===== src/rtl/mha_score_engine_if.sv =====
// Row-load, control and score-stream signals of mha_score_engine.
// The engine attaches through the slave modport; the driving side uses master.
interface mha_score_engine_if #(
  parameter int SEQ     = 4,
  parameter int EMB     = 8,
  parameter int HEADS   = 2,
  parameter int DATA_W  = 16,
  parameter int SCORE_W = 32
);
  localparam int ROW_W  = (SEQ > 1) ? $clog2(SEQ) : 1;
  localparam int HEAD_W = (HEADS > 1) ? $clog2(HEADS) : 1;

  logic                    in_valid;
  logic                    in_ready;
  logic                    in_sel;
  logic [ROW_W-1:0]        in_row;
  logic [EMB*DATA_W-1:0]   in_data;
  logic                    start;
  logic                    mask_en;
  logic                    busy;
  logic                    out_valid;
  logic                    out_ready;
  logic [SCORE_W-1:0]      out_data;
  logic [HEAD_W-1:0]       out_head;
  logic [ROW_W-1:0]        out_row;
  logic [ROW_W-1:0]        out_col;
  logic                    out_row_last;
  logic [SCORE_W-1:0]      out_row_max;
  logic                    out_last;
  logic                    done;
  logic                    sat;

  modport master (
    output in_valid, in_sel, in_row, in_data, start, mask_en, out_ready,
    input  in_ready, busy, out_valid, out_data, out_head, out_row, out_col,
           out_row_last, out_row_max, out_last, done, sat
  );

  modport slave (
    input  in_valid, in_sel, in_row, in_data, start, mask_en, out_ready,
    output in_ready, busy, out_valid, out_data, out_head, out_row, out_col,
           out_row_last, out_row_max, out_last, done, sat
  );
endinterface


===== src/rtl/mha_score_engine.sv =====
// Multi-head scaled dot-product score engine: one signed MAC per cycle over
// per-head slices of stored Q/K rows, with shift, saturation and causal mask.
module mha_score_engine #(
  parameter int SEQ      = 4,
  parameter int EMB      = 8,
  parameter int HEADS    = 2,
  parameter int HEAD_DIM = EMB / HEADS,
  parameter int DATA_W   = 16,
  parameter int SCORE_W  = 32,
  parameter int SCALE_SH = 1
) (
  input  logic              clk,
  input  logic              rst,
  mha_score_engine_if.slave bus
);

  localparam int ROW_W  = (SEQ > 1) ? $clog2(SEQ) : 1;
  localparam int HEAD_W = (HEADS > 1) ? $clog2(HEADS) : 1;
  localparam int DIM_W  = (HEAD_DIM > 1) ? $clog2(HEAD_DIM) : 1;
  localparam int EMB_W  = (EMB > 1) ? $clog2(EMB) : 1;
  localparam int PROD_W = 2 * DATA_W;
  localparam int ACC_W  = PROD_W + $clog2(HEAD_DIM);
  localparam int WIDE_W = ((ACC_W > SCORE_W) ? ACC_W : SCORE_W) + 1;

  localparam logic signed [SCORE_W-1:0] SCORE_MIN = {1'b1, {(SCORE_W-1){1'b0}}};
  localparam logic signed [SCORE_W-1:0] SCORE_MAX = {1'b0, {(SCORE_W-1){1'b1}}};
  localparam logic signed [WIDE_W-1:0]  WIDE_MIN  = WIDE_W'(SCORE_MIN);
  localparam logic signed [WIDE_W-1:0]  WIDE_MAX  = WIDE_W'(SCORE_MAX);

  localparam logic [ROW_W-1:0]  LAST_ROW  = ROW_W'(SEQ - 1);
  localparam logic [HEAD_W-1:0] LAST_HEAD = HEAD_W'(HEADS - 1);
  localparam logic [DIM_W-1:0]  LAST_DIM  = DIM_W'(HEAD_DIM - 1);

  typedef enum logic [1:0] {S_IDLE, S_MAC, S_EMIT, S_FINISH} state_e;

  state_e                     state_q, state_d;
  logic [HEAD_W-1:0]          head_q, head_d;
  logic [ROW_W-1:0]           row_q, row_d;
  logic [ROW_W-1:0]           col_q, col_d;
  logic [DIM_W-1:0]           dim_q, dim_d;
  logic signed [ACC_W-1:0]    acc_q, acc_d;
  logic                       mask_q, mask_d;
  logic signed [SCORE_W-1:0]  out_data_q, out_data_d;
  logic signed [SCORE_W-1:0]  row_max_q, row_max_d;
  logic                       sat_q, sat_d;

  logic signed [DATA_W-1:0]   q_mem [SEQ][EMB];
  logic signed [DATA_W-1:0]   k_mem [SEQ][EMB];

  logic                       load_fire;
  logic [EMB_W-1:0]           elem_idx;
  logic signed [DATA_W-1:0]   q_elem;
  logic signed [DATA_W-1:0]   k_elem;
  logic signed [PROD_W-1:0]   prod;
  logic signed [ACC_W-1:0]    acc_base;
  logic signed [ACC_W-1:0]    acc_sum;
  logic signed [WIDE_W-1:0]   acc_wide;
  logic signed [WIDE_W-1:0]   shifted;
  logic signed [SCORE_W-1:0]  score;
  logic                       ovf;
  logic                       masked;

  assign load_fire = bus.in_valid && (state_q == S_IDLE);

  // NOTE: Q/K storage has no reset; rows are loaded before use and must survive a mid-pass reset.
  always_ff @(posedge clk) begin
    if (load_fire) begin
      for (int d = 0; d < EMB; d++) begin
        if (bus.in_sel) k_mem[bus.in_row][d] <= bus.in_data[d*DATA_W +: DATA_W];
        else            q_mem[bus.in_row][d] <= bus.in_data[d*DATA_W +: DATA_W];
      end
    end
  end

  // Datapath: one product of the current head slice, accumulate, floor-shift, saturate.
  always_comb begin
    elem_idx = EMB_W'(head_q) * EMB_W'(HEAD_DIM) + EMB_W'(dim_q);
    q_elem   = q_mem[row_q][elem_idx];
    k_elem   = k_mem[col_q][elem_idx];
    prod     = PROD_W'(q_elem) * PROD_W'(k_elem);
    acc_base = (dim_q == '0) ? '0 : acc_q;
    acc_sum  = acc_base + ACC_W'(prod);
    acc_wide = WIDE_W'(acc_sum);
    shifted  = acc_wide >>> SCALE_SH;
    score    = shifted[SCORE_W-1:0];
    ovf      = 1'b0;
    if (shifted > WIDE_MAX) begin
      score = SCORE_MAX;
      ovf   = 1'b1;
    end else if (shifted < WIDE_MIN) begin
      score = SCORE_MIN;
      ovf   = 1'b1;
    end
    masked = mask_q && (col_q > row_q);
  end

  always_comb begin
    // NOTE: every _d takes its hold value first, so no path through this block can infer a latch.
    state_d    = state_q;
    head_d     = head_q;
    row_d      = row_q;
    col_d      = col_q;
    dim_d      = dim_q;
    acc_d      = acc_q;
    mask_d     = mask_q;
    out_data_d = out_data_q;
    row_max_d  = row_max_q;
    sat_d      = sat_q;

    case (state_q)
      S_IDLE: begin
        if (bus.start) begin
          state_d = S_MAC;
          head_d  = '0;
          row_d   = '0;
          col_d   = '0;
          dim_d   = '0;
          mask_d  = bus.mask_en;
          sat_d   = 1'b0;
        end
      end

      S_MAC: begin
        if (masked) begin
          out_data_d = SCORE_MIN;
          if (col_q == '0) row_max_d = SCORE_MIN;
          state_d = S_EMIT;
        end else if (dim_q == LAST_DIM) begin
          out_data_d = score;
          sat_d      = sat_q | ovf;
          if ((col_q == '0) || (score > row_max_q)) row_max_d = score;
          dim_d   = '0;
          state_d = S_EMIT;
        end else begin
          acc_d = acc_sum;
          dim_d = dim_q + DIM_W'(1);
        end
      end

      // Coordinates advance only on a handshake, so out_* hold during backpressure.
      S_EMIT: begin
        if (bus.out_ready) begin
          dim_d = '0;
          if (col_q != LAST_ROW) begin
            col_d   = col_q + ROW_W'(1);
            state_d = S_MAC;
          end else if (row_q != LAST_ROW) begin
            col_d   = '0;
            row_d   = row_q + ROW_W'(1);
            state_d = S_MAC;
          end else if (head_q != LAST_HEAD) begin
            col_d   = '0;
            row_d   = '0;
            head_d  = head_q + HEAD_W'(1);
            state_d = S_MAC;
          end else begin
            state_d = S_FINISH;
          end
        end
      end

      S_FINISH: state_d = S_IDLE;

      default:  state_d = S_IDLE;
    endcase
  end

  // NOTE: state registers use <= so every _q in the design reads its pre-edge value.
  always_ff @(posedge clk) begin
    if (rst) begin
      state_q    <= S_IDLE;
      head_q     <= '0;
      row_q      <= '0;
      col_q      <= '0;
      dim_q      <= '0;
      acc_q      <= '0;
      mask_q     <= 1'b0;
      out_data_q <= '0;
      row_max_q  <= '0;
      sat_q      <= 1'b0;
    end else begin
      state_q    <= state_d;
      head_q     <= head_d;
      row_q      <= row_d;
      col_q      <= col_d;
      dim_q      <= dim_d;
      acc_q      <= acc_d;
      mask_q     <= mask_d;
      out_data_q <= out_data_d;
      row_max_q  <= row_max_d;
      sat_q      <= sat_d;
    end
  end

  assign bus.in_ready     = (state_q == S_IDLE);
  assign bus.busy         = (state_q != S_IDLE);
  assign bus.out_valid    = (state_q == S_EMIT);
  assign bus.out_data     = out_data_q;
  assign bus.out_head     = head_q;
  assign bus.out_row      = row_q;
  assign bus.out_col      = col_q;
  assign bus.out_row_last = (state_q == S_EMIT) && (col_q == LAST_ROW);
  assign bus.out_row_max  = row_max_q;
  assign bus.out_last     = (state_q == S_EMIT) && (col_q == LAST_ROW) &&
                            (row_q == LAST_ROW) && (head_q == LAST_HEAD);
  assign bus.done         = (state_q == S_FINISH);
  assign bus.sat          = sat_q;

endmodule

===== src/flat_wrapper.sv =====
// flat-port wrapper written by rule: the top's interface ports become plain ports
module mha_score_engine_flat 
#(
  parameter int SEQ      = 4,
  parameter int EMB      = 8,
  parameter int HEADS    = 2,
  parameter int HEAD_DIM = EMB / HEADS,
  parameter int DATA_W   = 16,
  parameter int SCORE_W  = 32,
  parameter int SCALE_SH = 1
)
  (clk, rst, bus_in_valid, bus_in_sel, bus_in_row, bus_in_data, bus_start, bus_mask_en, bus_out_ready, bus_in_ready, bus_busy, bus_out_valid, bus_out_data, bus_out_head, bus_out_row, bus_out_col, bus_out_row_last, bus_out_row_max, bus_out_last, bus_done, bus_sat);
  mha_score_engine_if #(.SEQ(SEQ), .EMB(EMB), .HEADS(HEADS), .DATA_W(DATA_W), .SCORE_W(SCORE_W)) bus_i ();
  input  logic clk;
  input  logic rst;
  input wire logic [$bits(bus_i.in_valid)-1:0] bus_in_valid;
  input wire logic [$bits(bus_i.in_sel)-1:0] bus_in_sel;
  input wire logic [$bits(bus_i.in_row)-1:0] bus_in_row;
  input wire logic [$bits(bus_i.in_data)-1:0] bus_in_data;
  input wire logic [$bits(bus_i.start)-1:0] bus_start;
  input wire logic [$bits(bus_i.mask_en)-1:0] bus_mask_en;
  input wire logic [$bits(bus_i.out_ready)-1:0] bus_out_ready;
  output wire logic [$bits(bus_i.in_ready)-1:0] bus_in_ready;
  output wire logic [$bits(bus_i.busy)-1:0] bus_busy;
  output wire logic [$bits(bus_i.out_valid)-1:0] bus_out_valid;
  output wire logic [$bits(bus_i.out_data)-1:0] bus_out_data;
  output wire logic [$bits(bus_i.out_head)-1:0] bus_out_head;
  output wire logic [$bits(bus_i.out_row)-1:0] bus_out_row;
  output wire logic [$bits(bus_i.out_col)-1:0] bus_out_col;
  output wire logic [$bits(bus_i.out_row_last)-1:0] bus_out_row_last;
  output wire logic [$bits(bus_i.out_row_max)-1:0] bus_out_row_max;
  output wire logic [$bits(bus_i.out_last)-1:0] bus_out_last;
  output wire logic [$bits(bus_i.done)-1:0] bus_done;
  output wire logic [$bits(bus_i.sat)-1:0] bus_sat;
  assign bus_i.in_valid = bus_in_valid;
  assign bus_i.in_sel = bus_in_sel;
  assign bus_i.in_row = bus_in_row;
  assign bus_i.in_data = bus_in_data;
  assign bus_i.start = bus_start;
  assign bus_i.mask_en = bus_mask_en;
  assign bus_i.out_ready = bus_out_ready;
  assign bus_in_ready = bus_i.in_ready;
  assign bus_busy = bus_i.busy;
  assign bus_out_valid = bus_i.out_valid;
  assign bus_out_data = bus_i.out_data;
  assign bus_out_head = bus_i.out_head;
  assign bus_out_row = bus_i.out_row;
  assign bus_out_col = bus_i.out_col;
  assign bus_out_row_last = bus_i.out_row_last;
  assign bus_out_row_max = bus_i.out_row_max;
  assign bus_out_last = bus_i.out_last;
  assign bus_done = bus_i.done;
  assign bus_sat = bus_i.sat;
  mha_score_engine #(.SEQ(SEQ), .EMB(EMB), .HEADS(HEADS), .HEAD_DIM(HEAD_DIM), .DATA_W(DATA_W), .SCORE_W(SCORE_W), .SCALE_SH(SCALE_SH)) u_core (.clk(clk), .rst(rst), .bus(bus_i));
endmodule

===== config.mk =====
export PLATFORM = sky130hd
export DESIGN_NAME = mha_score_engine_flat
export DESIGN_NICKNAME = d
export VERILOG_FILES = /design/src/rtl/mha_score_engine_if.sv /design/src/rtl/mha_score_engine.sv /design/src/flat_wrapper.sv
export SDC_FILE = /design/constraint.sdc
export NUM_CORES = 2
export LEC_CHECK = 0
export ABC_AREA = 1
export ABC_CLOCK_PERIOD_IN_PS = 10500
export CORE_ASPECT_RATIO = 0.6
export CORE_MARGIN = 2
export CORE_UTILIZATION = 56
export DETAILED_ROUTE_END_ITERATION = 12
export MAX_ROUTING_LAYER = met4
export PLACE_DENSITY_LB_ADDON = 0.08
export SETUP_SLACK_MARGIN = 0.15
export SLEW_MARGIN = 10
export SYNTH_ARGS = -nofsm -noshare
export SYNTH_HDL_FRONTEND = slang
export SYNTH_SLANG_ARGS = --single-unit

===== constraint.sdc =====
create_clock -name clk -period 10.5 [get_ports clk]
set_input_delay 1.575 -clock clk [delete_from_list [all_inputs] [get_ports clk]]
set_output_delay 1.575 -clock clk [all_outputs]
set_load 0.02 [all_outputs]

==> metrics.cfg <==
[min_path]
hp-start = u_core.acc_q[3]
min_path_type = reg2reg

[worst_setup_path]
cp.required_ps = 11160
max_stage_delay_ps = 730
path_class = reg2reg
cpMostUsedCell = nand2_1
worstSetupEndpointType = flop
arrival_ps = 10720
r2r_setup_slack_ps = 440
slowest_stage = fa_1
critPathLaunchType = flop
crit_fanout = 74

[sta]
max_freq_mhz = 99.4
rsz0062_at_grt = false
finalCriticalPeriod_ps = 10060
finalSetupViolations = 0
slew_violations = 0
timing_hold_violations_final = 0
whs_ps = 452
finalCritPeriodShare = 0.958
slew_headroom = 0.182
tightest_slew_ps = 1220
clock_skew_ps = 36.3

[cts]
clk_pin_slew_ps = 70
postCtsHoldBufs = 0
clk_path_buf_depth = 3
cts_tree = built
htreeDepth = 3
cts_root_buf = clkbuf_16
cts.sinks = 1137
insertion_delay_ps = 740
cts-buffers-inserted = 102

[global_routing]
grt_usage = 0.325
grt_start_max_net_pins = 129
overflow = 0
antenna_found_initial = 13
grt_pass1_vias = 38400
grt_pass1_wl_um = 247000

[placement]
io_buffers = 212
gp_congestion = 1.02
dp_hpwl_um = 109000

[layout]
multi_input_area_um2 = 20800
fin_nets = 5920
drive_above_1_share = 0.101
final_cell_mix = 1024 x edfxtp_1, 746 x nor2_1, 593 x o21ai_0
regArea_um2 = 33000
nFillCells = 7794
area_growth_pct = 16.1
final_common_cell = edfxtp_1
post-route-util = 0.657

[floorplanning]
core_area_um2 = 101000
pin_count = 213
dieArea_um2 = 104000
initial_core_util = 0.566
rows = 90
dieWidth_um = 416
fp.dieH_um = 251

[synthesis]
syn_area_um2 = 57000
ys_async_sr_fraction = 0
ys.flop_type = edfxtp_1
ys_types = 45
ys_ff_latch = 1137
netlist_instances = 5044
synth_warnings = 0
syn_avg_cell_area_um2 = 11.3
synth_enable_flop_cells = 1024
yosysSeqAreaShare = 0.579
syn_nets = 5627

[drt]
vias_per_cell = 5.99
drtAntennaViolNets = 0
via_count = 40500
drt_iter0_markers = 5128
first_pass_iters = 6
finalWirelength_um = 169000
drc = 0
wl_per_cell_um = 25.0

[run]
drv_cap = 0

[run_status]
status = complete, no violations

## cell families (layout without fill, tap and decap cells)
group                    Yosys count  in the layout  share of synthesized area
buffers and inverters            860           1236                     0.0614
AND/OR/NAND/NOR                 1473           1473                      0.103
AO/OA/AOI/OAI                   1102           1102                      0.114
adder cells (fa/ha/maj)          446            446                      0.138
other                              0              8                          0
flip-flops                      1137           1137                      0.579
XOR/XNOR                          26             26                    0.00399
## registers in the layout, indices dropped and copies added (netlist names), 2 cells and up, named ones only
signal / cells
u_core.k_mem: 512
u_core.state_q: 2
u_core.bus.out_row_max: 32
u_core.bus.out_row: 2
u_core.dim_q: 2
u_core.bus.out_col: 2
u_core.q_mem: 512
u_core.acc_q: 34
u_core.bus.out_data: 32
## worst max-delay path: cells and delay by family, from the launching register on
kind	cells	cell delay, ps
AO/OA/AOI/OAI	9	1780
AND/OR/NAND/NOR	22	2770
flip-flops	1	530
buffers and inverters	8	1120
adder cells (fa/ha/maj)	8	3700
## through the flow
step	worst slack (ps)	instance area [um^2]	instances	TNS, ps
4_1_cts	186	65000	6696	0
2_1_floorplan	-726	57000	5044	-371160
5_1_grt	124	66200	6762	0
3_3_place_gp	151	61600	6509	0
6_report	442	66200	6762	0
3_5_place_dp	95.6	61600	6509	0
## path summary, 6_finish.rpt
check | depth (start not counted) | endpoint
hold / removal | 2 | u_core.acc_q[3]
hold reg to reg | 2 | u_core.acc_q[3]
setup / recovery | 47 | u_core.bus.out_row_max[30]
setup reg to reg | 47 | u_core.bus.out_row_max[30]
## synth_stat cells, types with 18 or more instances
| cell | number | area [um^2] |
|---|---|---|
| clkbuf_1 | 124 | 465 |
| nand2_1 | 479 | 1800 |
| fa_1 | 305 | 6110 |
| buf_2 | 110 | 551 |
| dfxtp_1 | 113 | 2260 |
| o22ai_1 | 54 | 338 |
| buf_4 | 32 | 240 |
| inv_1 | 557 | 2090 |
| a21oi_1 | 165 | 826 |
| ha_1 | 141 | 1760 |
| nor2_1 | 752 | 2820 |
| o21ai_0 | 602 | 3010 |
| nand3_1 | 195 | 976 |
| o221ai_1 | 186 | 1630 |
| o21ai_1 | 25 | 125 |
| edfxtp_1 | 1024 | 30700 |
| buf_1 | 18 | 67.6 |
## final cells by class
type	count	share of cell area
Clock buffer	117	0.0397
Multi-Input combinational cell	3047	0.315
Timing Repair inverter	5	0.000851
Tap cell	1334	0.0252
Clock inverter	70	0.0126
Sequential cell	1137	0.499
Antenna cell	8	0.000303
Timing Repair Buffer	470	0.0729
Inverter	574	0.0342
## per-layer routing
metal,up-vias,GRT usage,share of wire,wire [um]
met1,20100,0.517,0.46,77900
li1,18000,-,-,-
met4,0,0.0590,0.015,2570
met3,179,0.0749,0.13,21200
met5,-,-,0,0
met2,2245,0.425,0.40,67500
## repair_timing
item,in CTS,in global routing
endpoints found under the setup margin,32,32
gates cloned,0,15
buffers inserted,0,43
resized for setup,1,134
pin swaps,0,19
Power is not shown: default switching activity piles up to over one toggle a cycle in this logic, so the estimate is an artifact.
